<file path="src/rtl/des_ctrl_pkg.sv">
// des_ctrl_pkg: shared opcodes, FSM states and width helpers for the 3DES command sequencer.
package des_ctrl_pkg;

    // Default geometry: 8-byte blocks and keys, three key slots (3DES).
    localparam int BLK_BYTES_DEF = 8;
    localparam int NUM_KEYS_DEF  = 3;

    // Key-slot select width; a single-slot build still gets a 1-bit select.
    function automatic int ksel_width(input int num_keys);
        return (num_keys > 1) ? $clog2(num_keys) : 1;
    endfunction

    localparam int CNT_W  = $clog2(BLK_BYTES_DEF + 1);
    localparam int KSEL_W = ksel_width(NUM_KEYS_DEF);

    typedef enum logic [2:0] {
        CMD_NOP       = 3'd0,
        CMD_LOAD_KEY  = 3'd1,
        CMD_LOAD_DATA = 3'd2,
        CMD_ENCRYPT   = 3'd3,
        CMD_DECRYPT   = 3'd4,
        CMD_CLEAR     = 3'd5,
        CMD_UNLOAD    = 3'd6,
        CMD_RSVD      = 3'd7
    } cmd_e;

    typedef enum logic [2:0] {
        ST_IDLE,
        ST_LD_KEY,
        ST_LD_DATA,
        ST_START,
        ST_RUN,
        ST_UNLOAD,
        ST_CLEAR
    } state_e;

endpackage

</file>
<file path="src/rtl/byte_cnt.sv">
// byte_cnt: saturating up/down byte counter with synchronous clear and parallel load.
module byte_cnt #(
    parameter int W   = 4,
    parameter int MAX = 8
) (
    input  logic         clk,
    input  logic         n_rst,
    input  logic         clr,
    input  logic         ld,
    input  logic [W-1:0] ld_val,
    input  logic         inc,
    input  logic         dec,
    output logic [W-1:0] count
);

    // Clear wins over load, load over inc/dec; the count never passes MAX or drops below 0.
    // NOTE: sequential state uses non-blocking assignments so every flop samples pre-edge values.
    always_ff @(posedge clk or negedge n_rst) begin
        if (!n_rst) begin
            count <= '0;
        end else if (clr) begin
            count <= '0;
        end else if (ld) begin
            count <= ld_val;
        end else if (inc && !dec && (count < W'(MAX))) begin
            count <= count + W'(1);
        end else if (dec && !inc && (count != '0)) begin
            count <= count - W'(1);
        end
    end

endmodule

</file>
<file path="src/rtl/des_ctrl_seq.sv">
// des_ctrl_seq: host command sequencer for the 3DES accelerator. Loads key slots and the
// data block byte-wise, starts the core, waits for completion and streams the result out.
// Optional core-completion watchdog: define DES_CTRL_WDOG_EN.
module des_ctrl_seq
    import des_ctrl_pkg::*;
#(
    parameter int BLK_BYTES   = BLK_BYTES_DEF,
    parameter int NUM_KEYS    = NUM_KEYS_DEF,
    parameter int WDOG_CYCLES = 64
) (
    input  logic                            clk,
    input  logic                            n_rst,
    input  logic [2:0]                      cmd,
    input  logic                            cmd_valid,
    output logic                            cmd_ready,
    input  logic                            byte_valid,
    input  logic                            out_ready,
    output logic                            shift_in,
    output logic                            key_load,
    output logic [ksel_width(NUM_KEYS)-1:0] key_sel,
    output logic                            shift_out,
    output logic                            core_start,
    output logic                            core_decrypt,
    input  logic                            core_done,
    output logic [$clog2(BLK_BYTES+1)-1:0]  in_count,
    output logic [$clog2(BLK_BYTES+1)-1:0]  out_count,
    output logic                            in_clear,
    output logic                            out_clear,
    output logic                            busy,
    output logic                            err
);

    localparam int CW = $clog2(BLK_BYTES + 1);
    localparam int KW = ksel_width(NUM_KEYS);

    // Reject nonsensical geometry at elaboration time.
    if (BLK_BYTES < 1 || NUM_KEYS < 1 || WDOG_CYCLES < 1) begin : g_param_check
        $error("des_ctrl_seq: BLK_BYTES, NUM_KEYS and WDOG_CYCLES must all be at least 1");
    end

    state_e              state;
    cmd_e                cmd_op;
    logic [NUM_KEYS-1:0] keys_valid;
    logic                data_full;
    logic                load_accept;
    logic                in_last;
    logic                wdog_expired;

    assign cmd_op = cmd_e'(cmd);

    // Outputs decoded straight from the state register; shift strobes follow their inputs.
    assign cmd_ready  = (state == ST_IDLE);
    assign busy       = (state != ST_IDLE);
    assign key_load   = (state == ST_LD_KEY);
    assign shift_in   = byte_valid && ((state == ST_LD_KEY) || (state == ST_LD_DATA));
    assign shift_out  = out_ready && (state == ST_UNLOAD);
    assign core_start = (state == ST_START);
    assign in_clear   = (state == ST_CLEAR);
    assign out_clear  = (state == ST_CLEAR);

    // Accepting either load command restarts the input byte count from zero.
    assign load_accept = cmd_valid && cmd_ready &&
                         ((cmd_op == CMD_LOAD_KEY) || (cmd_op == CMD_LOAD_DATA));
    assign in_last     = byte_valid && (in_count == CW'(BLK_BYTES - 1));

    byte_cnt #(.W(CW), .MAX(BLK_BYTES)) u_in_cnt (
        .clk    (clk),
        .n_rst  (n_rst),
        .clr    (load_accept || (state == ST_CLEAR)),
        .ld     (1'b0),
        .ld_val ('0),
        .inc    (shift_in),
        .dec    (1'b0),
        .count  (in_count)
    );

    byte_cnt #(.W(CW), .MAX(BLK_BYTES)) u_out_cnt (
        .clk    (clk),
        .n_rst  (n_rst),
        .clr    (state == ST_CLEAR),
        .ld     ((state == ST_RUN) && core_done),
        .ld_val (CW'(BLK_BYTES)),
        .inc    (1'b0),
        .dec    (shift_out),
        .count  (out_count)
    );

`ifdef DES_CTRL_WDOG_EN
    localparam int WW = $clog2(WDOG_CYCLES + 1);
    logic [WW-1:0] wdog_cnt;

    // Count cycles spent in RUN; restarts every time RUN is entered.
    always_ff @(posedge clk or negedge n_rst) begin
        if (!n_rst) begin
            wdog_cnt <= '0;
        end else if (state != ST_RUN) begin
            wdog_cnt <= '0;
        end else if (!wdog_expired) begin
            wdog_cnt <= wdog_cnt + WW'(1);
        end
    end

    assign wdog_expired = (wdog_cnt == WW'(WDOG_CYCLES - 1));
`else
    assign wdog_expired = 1'b0;
`endif

    // Main sequencer: command decode, load completion, core handshake and unload.
    always_ff @(posedge clk or negedge n_rst) begin
        if (!n_rst) begin
            state        <= ST_IDLE;
            key_sel      <= '0;
            keys_valid   <= '0;
            data_full    <= 1'b0;
            core_decrypt <= 1'b0;
            err          <= 1'b0;
        end else begin
            // A completion pulse the core sends while we are not waiting for one is a protocol error.
            err <= core_done && (state != ST_RUN);
            unique case (state)
                ST_IDLE: begin
                    if (cmd_valid) begin
                        unique case (cmd_op)
                            CMD_LOAD_KEY:  state <= ST_LD_KEY;
                            CMD_LOAD_DATA: begin
                                state     <= ST_LD_DATA;
                                data_full <= 1'b0;
                            end
                            CMD_ENCRYPT, CMD_DECRYPT: begin
                                if (data_full && (&keys_valid)) begin
                                    core_decrypt <= (cmd_op == CMD_DECRYPT);
                                    state        <= ST_START;
                                end else begin
                                    err <= 1'b1;
                                end
                            end
                            CMD_CLEAR:     state <= ST_CLEAR;
                            CMD_UNLOAD: begin
                                if (out_count != '0) begin
                                    state <= ST_UNLOAD;
                                end else begin
                                    err <= 1'b1;
                                end
                            end
                            CMD_RSVD:      err <= 1'b1;
                            default:       ;
                        endcase
                    end
                end
                ST_LD_KEY: begin
                    if (in_last) begin
                        keys_valid[key_sel] <= 1'b1;
                        key_sel <= (key_sel == KW'(NUM_KEYS - 1)) ? '0 : key_sel + KW'(1);
                        state   <= ST_IDLE;
                    end
                end
                ST_LD_DATA: begin
                    if (in_last) begin
                        data_full <= 1'b1;
                        state     <= ST_IDLE;
                    end
                end
                ST_START: state <= ST_RUN;
                ST_RUN: begin
                    if (core_done) begin
                        data_full <= 1'b0;
                        state     <= ST_IDLE;
                    end else if (wdog_expired) begin
                        err   <= 1'b1;
                        state <= ST_CLEAR;
                    end
                end
                ST_UNLOAD: begin
                    if (out_ready && (out_count == CW'(1))) begin
                        state <= ST_IDLE;
                    end
                end
                ST_CLEAR: begin
                    key_sel    <= '0;
                    keys_valid <= '0;
                    data_full  <= 1'b0;
                    state      <= ST_IDLE;
                end
                default: state <= ST_IDLE;
            endcase
        end
    end

endmodule

</file>
<file path="config.mk">
export PLATFORM = sky130hd
export DESIGN_NAME = des_ctrl_seq
export DESIGN_NICKNAME = d
export VERILOG_FILES = /design/src/rtl/des_ctrl_pkg.sv /design/src/rtl/byte_cnt.sv /design/src/rtl/des_ctrl_seq.sv
export SDC_FILE = /design/constraint.sdc
export NUM_CORES = 1
export LEC_CHECK = 0
export CAP_MARGIN = 20
export CORE_UTILIZATION = 50
export DETAILED_ROUTE_END_ITERATION = 8
export GPL_TIMING_DRIVEN = 0
export PLACE_DENSITY = 0.78
export SLEW_MARGIN = 20
export SYNTH_ARGS = -nofsm -noshare
export SYNTH_HDL_FRONTEND = slang
export SYNTH_HIERARCHICAL = 1
export SYNTH_SLANG_ARGS = --single-unit
</file>
<file path="constraint.sdc">
create_clock -name clk -period 3.5 [get_ports clk]
set_input_delay 0.875 -clock clk [delete_from_list [all_inputs] [get_ports clk]]
set_output_delay 0.875 -clock clk [all_outputs]
set_load 0.05 [all_outputs]
</file>
### Word-level counts from Yosys, hierarchy flattened

Index checks and enable logic that the tools add are counted.

| storage, ports and cells | value |
|---|---|
| bits in registers | 19 |
| bits in latches | 0 |
| memory bits (writable) | 0 |
| bits in read-only memories | 0 |
| input port bits | 9 |
| output and inout port bits | 20 |
| word-level logic and storage cells | 101 |
| memories | 0 |

| cells by class | value |
|---|---|
| add/subtract/negate cells | 3 |
| $mul | 0 |
| divide/modulo/power cells | 0 |
| $lt $le $gt $ge | 3 |
| eq/ne operators | 27 |
| shift-type cells | 0 |
| muxes and demuxes | 30 |
| bitwise logic cells | 1 |
| reductions and logical operators | 29 |

Operator list:

| kind | number |
|---|---|
| one-hot mux 3 bit (5 select lines) | 2 |
| == test 3 bit, second input constant | 7 |
| 2-to-1 mux 3 bit | 7 |
| 2-to-1 mux 4 bit | 5 |
| == test 3 x 2 -> 1 bit, second input constant | 4 |
| logical AND 1 bit | 12 |
| 2-to-1 mux 1 bit | 9 |
| != test 3 bit, second input constant | 3 |
| != test 2 x 1 -> 1 bit, second input constant | 4 |
| nonzero test 4 bit | 2 |
| AND reduction 7 bit | 1 |
| == test 3 x 1 -> 1 bit, second input constant | 2 |
| != test 2 bit, second input constant | 3 |
| != test 6 x 1 -> 1 bit, second input constant | 1 |
| one-hot mux 3 bit (2 select lines) | 1 |
| nonzero test 3 bit | 2 |
| AND reduction 5 bit | 1 |
| adder 4 x 1 -> 4 bit, second input constant | 1 |
| == test 4 x 1 -> 1 bit, second input constant | 1 |
| == test 4 x 3 -> 1 bit, second input constant | 1 |
| less-than comparator 4 bit, second input constant | 1 |
| 2-to-1 mux 2 bit | 2 |
| one-hot mux 1 bit (4 select lines) | 1 |
| one-hot mux 2 bit (2 select lines) | 1 |
| other kinds (15) | 19 |

### Depth between registers and ports, before layout

| logic depth | value |
|---|---|
| word-level depth | 7 |
| depth in mapped cells | 10 |
| depth with buffers taken out | 9 |

### Modules after synthesis

Netlist, hierarchy kept.

By module, submodules not included:

| module | times used | cells each | area each (µm²) | sequential area each (µm²) |
|---|---|---|---|---|
| des_ctrl_seq | 1 | 101 | 932.1 | 275.3 |
| byte_cnt | 2 | 34 | 329.1 | 100.1 |

### Worst setup path after synthesis

No wires, ideal clock.

| path | value |
|---|---|
| kind | reg-to-reg |
| start point | register state[1] |
| end point | register u_in_cnt.count[3] |
| library setup time | 0.120 ns |
| arrival time | 2.840 ns |
| data required time | 3.380 ns |
| setup slack | 0.540 ns |
| cell stages (with the launch flop) | 11 |
| path buffers | 1 |
| period minus slack after synthesis | 2.960 ns |
| cells stage by stage | dfrtp_1 -> buf_6 -> or2b_2 -> a21oi_2 -> and2_1 -> or3b_4 -> ha_1 -> a21o_1 -> a21oi_1 -> xnor2_1 -> a31o_2 |

| on the way | value |
|---|---|
| word-level cells in the longest chain between the ends | 5 |
| elaborated cells on any way between the ends | 12 |
| classes of those cells | 3 x eq/ne; 1 x mux; 8 x reduce/logical |

Ends and longest elaborated chain:

| element | RTL line | RTL |
|---|---|---|
| start, declared | des_ctrl_seq.sv:41 | `state_e state;` |
| start signal, assigned | des_ctrl_seq.sv:111 | `state <= ST_IDLE;` |
| start signal, assigned | des_ctrl_seq.sv:124 | `CMD_LOAD_KEY: state <= ST_LD_KEY;` |
| start signal, assigned | des_ctrl_seq.sv:126 | `state <= ST_LD_DATA;` |
| == test 3 x 1 -> 1 bit or == test 3 x 2 -> 1 bit (tied branches) | des_ctrl_seq.sv:55 | `assign shift_in = byte_valid && ((state == ST_LD_KEY) \|\| (state == ST_LD_DATA));` |
| logical OR 1 bit * | des_ctrl_seq.sv:55 |  |
| logical AND 1 bit * | des_ctrl_seq.sv:55 |  |
| net shift_in | des_ctrl_seq.sv:18 | `output logic shift_in,` |
| logical AND 1 bit * | byte_cnt.sv:25 | `end else if (inc && !dec && (count < W'(MAX))) begin` |
| nonzero test 2 bit (no line) * | - |  |
| end signal, assigned | byte_cnt.sv:24 | `count <= ld_val;` |
| end signal, assigned | byte_cnt.sv:26 | `count <= count + W'(1);` |
| end signal, assigned | byte_cnt.sv:28 | `count <= count - W'(1);` |
| end, declared | byte_cnt.sv:13 | `output logic [W-1:0] count` |

Mark *: on every way through the listed nets, which the timed path passes. The rest lies on a longest branch.
A chain may end at the register's enable or synchronous reset.

### Final worst setup path

| path | value |
|---|---|
| start point | input out_ready |
| end point | output shift_out |

| on the way | value |
|---|---|
| word-level cells in the longest chain between the ends | 1 |

Ends and longest elaborated chain:

| element | RTL line | RTL |
|---|---|---|
| start, declared | des_ctrl_seq.sv:17 | `input logic out_ready,` |
| logical AND 1 bit | des_ctrl_seq.sv:56 | `assign shift_out = out_ready && (state == ST_UNLOAD);` |
| end, declared | des_ctrl_seq.sv:21 | `output logic shift_out,` |

Every way passes these cells.

==> summary.md <==
| Metric | Value |
|---|---|
| Run status | complete, no violations |
| Hold Path Class | register to register |
| Total Routed Length | 3500 µm |
| Routed vias/inst | 5.42 |
| Relative slew slack | 0.401 |
| Overflow left after global routing | 0 |
| Reg clk slew, reported paths | between 0.1 and 0.15 ns |
| Drt wl/cell | roughly 14 µm |
| Setup crit end kind | output port |
| Post-CTS Resized | 0 |
| # nets final | 228 |
| Critical path's largest stage delay | roughly 0.85 ns |
| CTS sink cnt | 19 |
| Root Driver | clkbuf_4 |
| Peak VDD IR | 0.477 mV |
| MaxCap Viol Count | 0 |
| Syn Area/Cell | 9.41 µm² |
| Commonest cells in the netlist | dfrtp_1, nand2_1, nor2_1 |
| Slew Limit Fails | 0 |
| Crit-path max FO | 3 |
| Initial Util | 0.525 |
| CP dominant cell by count | clkdlybuf4s50_1 |
| Row count | 20 |
| Critical path class | input pin to output port |
| Final hold vios | 0 |
| Seq/Total Area, Yosys | 0.299 |
| Router iterations before antenna repair | 4 |
| RSZ-0062 raised after global routing | no |
| Initial DRC Count | 49 |
| CTS tree | built |
| Tot Pwr | 1.82 mW |
| Power Dens Cells | 915 nW/µm² |
| # H-tree levels | 1 |
| Share of layout cells above drive strength 1 | 0.165 |
| Final Cycle Share | 0.946 |
| Prevailing post-synth register cell | dfrtp_1 |
| Unique cell type count in the Yosys netlist | a little under 60 |
| Layout area overhead | 25.0% |
| Required @ worst endpoint | 2.62 ns |
| Cell Area, Synth | 1590 µm² |
| Final HPWL DP | 2700 µm |
| Total Die Area | 3410 µm² |
| Core footprint | slightly above 3000 µm² |
| CP bufs+invs | 3 |
| CTS Buf Count | 3 |
| ANT cells | 0 |
| Later-pin clock latency in the skew report | 0.31 ns |
| Synthesized flop and latch total | 19 |
| Largest area contributor in the netlist | dfrtp_1 |
| Count leader, synth | dfrtp_1 |
| Largest net degree at the start of global routing | 20 |
| Via count | 1388 |
| CP startpoint kind | input pin |
| Clock buffer depth | 2 |
| Ports | 29 |
| Gr usage total | 0.226 |
| CTS Hold Bufs | 0 |
| First-pass GRT wire length | between 5000 and 6000 µm |
| Final TNS setup | 0 ns |
| Port bufs | 27 |
| Finish-stage setup viols | 0 |
| Post-layout util | 0.657 |
| Top-area cell type share of the netlist area | 0.299 |
| Gp weighted congestion | 0.784 |
| Setup Buffers After CTS | 0 |
| Die Y | around 60 µm |
| Number of global-route vias before repair | 1296 |
| Ys async rst share | 1.00 |
| Synth warn | 6 |
| Cell Chain, Critical Path | clkdlybuf4s50_1, inv_1, nor2_1, clkdlybuf4s50_1 |
| CP arrival | 2.44 ns |
| Min Tclk post-route | about 3.3 ns |
| Setup Skew | 0.00957 ns |
| Post-synth EDFFs | 0 |
| DRT antenna net count | 0 |
| CP top delay family | buffers and inverters |
| Syn Inst Count | about 170 |
| Initial antenna violation count | 0 |
| Die X | approximately 60 µm |
| Tightest Pin Transition | 0.896 ns |
| Fmax | 302 MHz |
| # DRC | 0 |
| LEAKAGE | 0.841 nW |
| Synth area leaders | dfrtp_1, mux2_4, a21oi_1, ha_1, nand2_1 |
| Crit-path slowest cell | clkdlybuf4s50_1 |
-- logic make-up (layout without fill, tap and decap cells) --
group | count (synthesis) | in the layout | share of synthesized area
buf+inv | 20 | 51 | 0.0708
other cells | 2 | 14 | 0.00472
fa+ha+maj | 6 | 6 | 0.0567
flops | 19 | 19 | 0.299
compound gates | 44 | 44 | 0.213
mux | 8 | 8 | 0.0661
xor+xnor | 6 | 6 | 0.0330
simple gates | 64 | 64 | 0.256
-- cell usage in the layout (no fill, tap or decap), types with 3 or more instances in the layout --
cell type and n:
a21oi_1 10, a31o_2 3, buf_4 3, buf_6 3, clkbuf_4 3, clkdlybuf4s50_1 27
conb_1 14, dfrtp_1 19, ha_1 4, inv_1 9, mux2_4 5, mux2i_1 3
nand2_1 12, nand3_1 3, nand3b_1 4, nor2_1 12, nor2b_1 3, o21a_1 3
o21ai_0 7, or3b_1 4, xnor2_1 4
-- where the power goes --
| part | internal (mW) | leakage, nW | switching [mW] |
|---|---|---|---|
| sequential | 0.302 | 0.243 | 0.104 |
| clock | 0.0427 | 0.0177 | 0.0734 |
| combinational | 0.563 | 0.580 | 0.734 |
| total | 0.908 | 0.841 | 0.911 |
-- metal layers --
| layer | vias to the layer above | GRT usage | share of wire |
|---|---|---|---|
| met5 | - | 0 | 0 |
| met4 | 0 | 0.0816 | 0.012 |
| met3 | 4 | 0.0220 | 0.048 |
| met2 | 42 | 0.406 | 0.50 |
| met1 | 659 | 0.282 | 0.44 |
| li1 | 683 | - | - |
-- worst reg2reg max path, delay by kind of cell, from the launching register on --
kind            cells  cell delay (ns)
buf+inv             1             0.15
flops               1             0.43
compound gates      4             0.78
simple gates        3             0.95
xor+xnor            1             0.12
fa+ha+maj           1             0.29
-- through the flow --
step | setup WS (ns) | cells | hold slack [ns] | instance area [µm²]
detailed placement | 0.209 | 252 | 0.472 | 1960
global route | 0.119 | 256 | 0.532 | 1990
CTS | 0.196 | 256 | 0.500 | 1990
floorplan | 0.540 | 181 | 0.456 | 1640
global placement | 0.226 | 252 | 0.466 | 1960
finish | 0.189 | 256 | 0.500 | 1990
-- path summary, 6_finish.rpt --
| check | to | start | depth (start not counted) | slack, ns |
|---|---|---|---|---|
| min in group asynchronous | state[2]$_DFFE_PN0P_ | n_rst | 1 | 1.06 |
| max | shift_out | out_ready | 4 | 0.19 |
| max reg2reg | u_in_cnt/count[3]$_DFFE_PN0P_ | state[0]$_DFFE_PN0P_ | 10 | 0.69 |
| min | keys_valid[2]$_DFFE_PN0P_ | keys_valid[2]$_DFFE_PN0P_ | 1 | 0.50 |
| min reg2reg | keys_valid[2]$_DFFE_PN0P_ | keys_valid[2]$_DFFE_PN0P_ | 1 | 0.50 |
| max in group asynchronous | u_in_cnt/count[0]$_DFFE_PN0P_ | n_rst | 1 | 1.89 |
-- cell type report --
type	count	area, µm²
inverter	10	38.8
buffer	10	73.8
sequential	19	475
timing repair buffer	27	270
multi-input combinational	142	1050
fill	273	1040
clock buffer	3	22.5
clock inverter	1	5.00
tap	44	55.1
-- flip-flops by register name (all words and copies together), names as in the netlist --
signal / cells
keys_valid: 3
u_out_cnt/count: 4
key_sel: 2
u_in_cnt/count: 4
state: 3
data_full: 1
core_decrypt: 1
err: 1
Note: power is estimated with default switching activity, not from simulation.
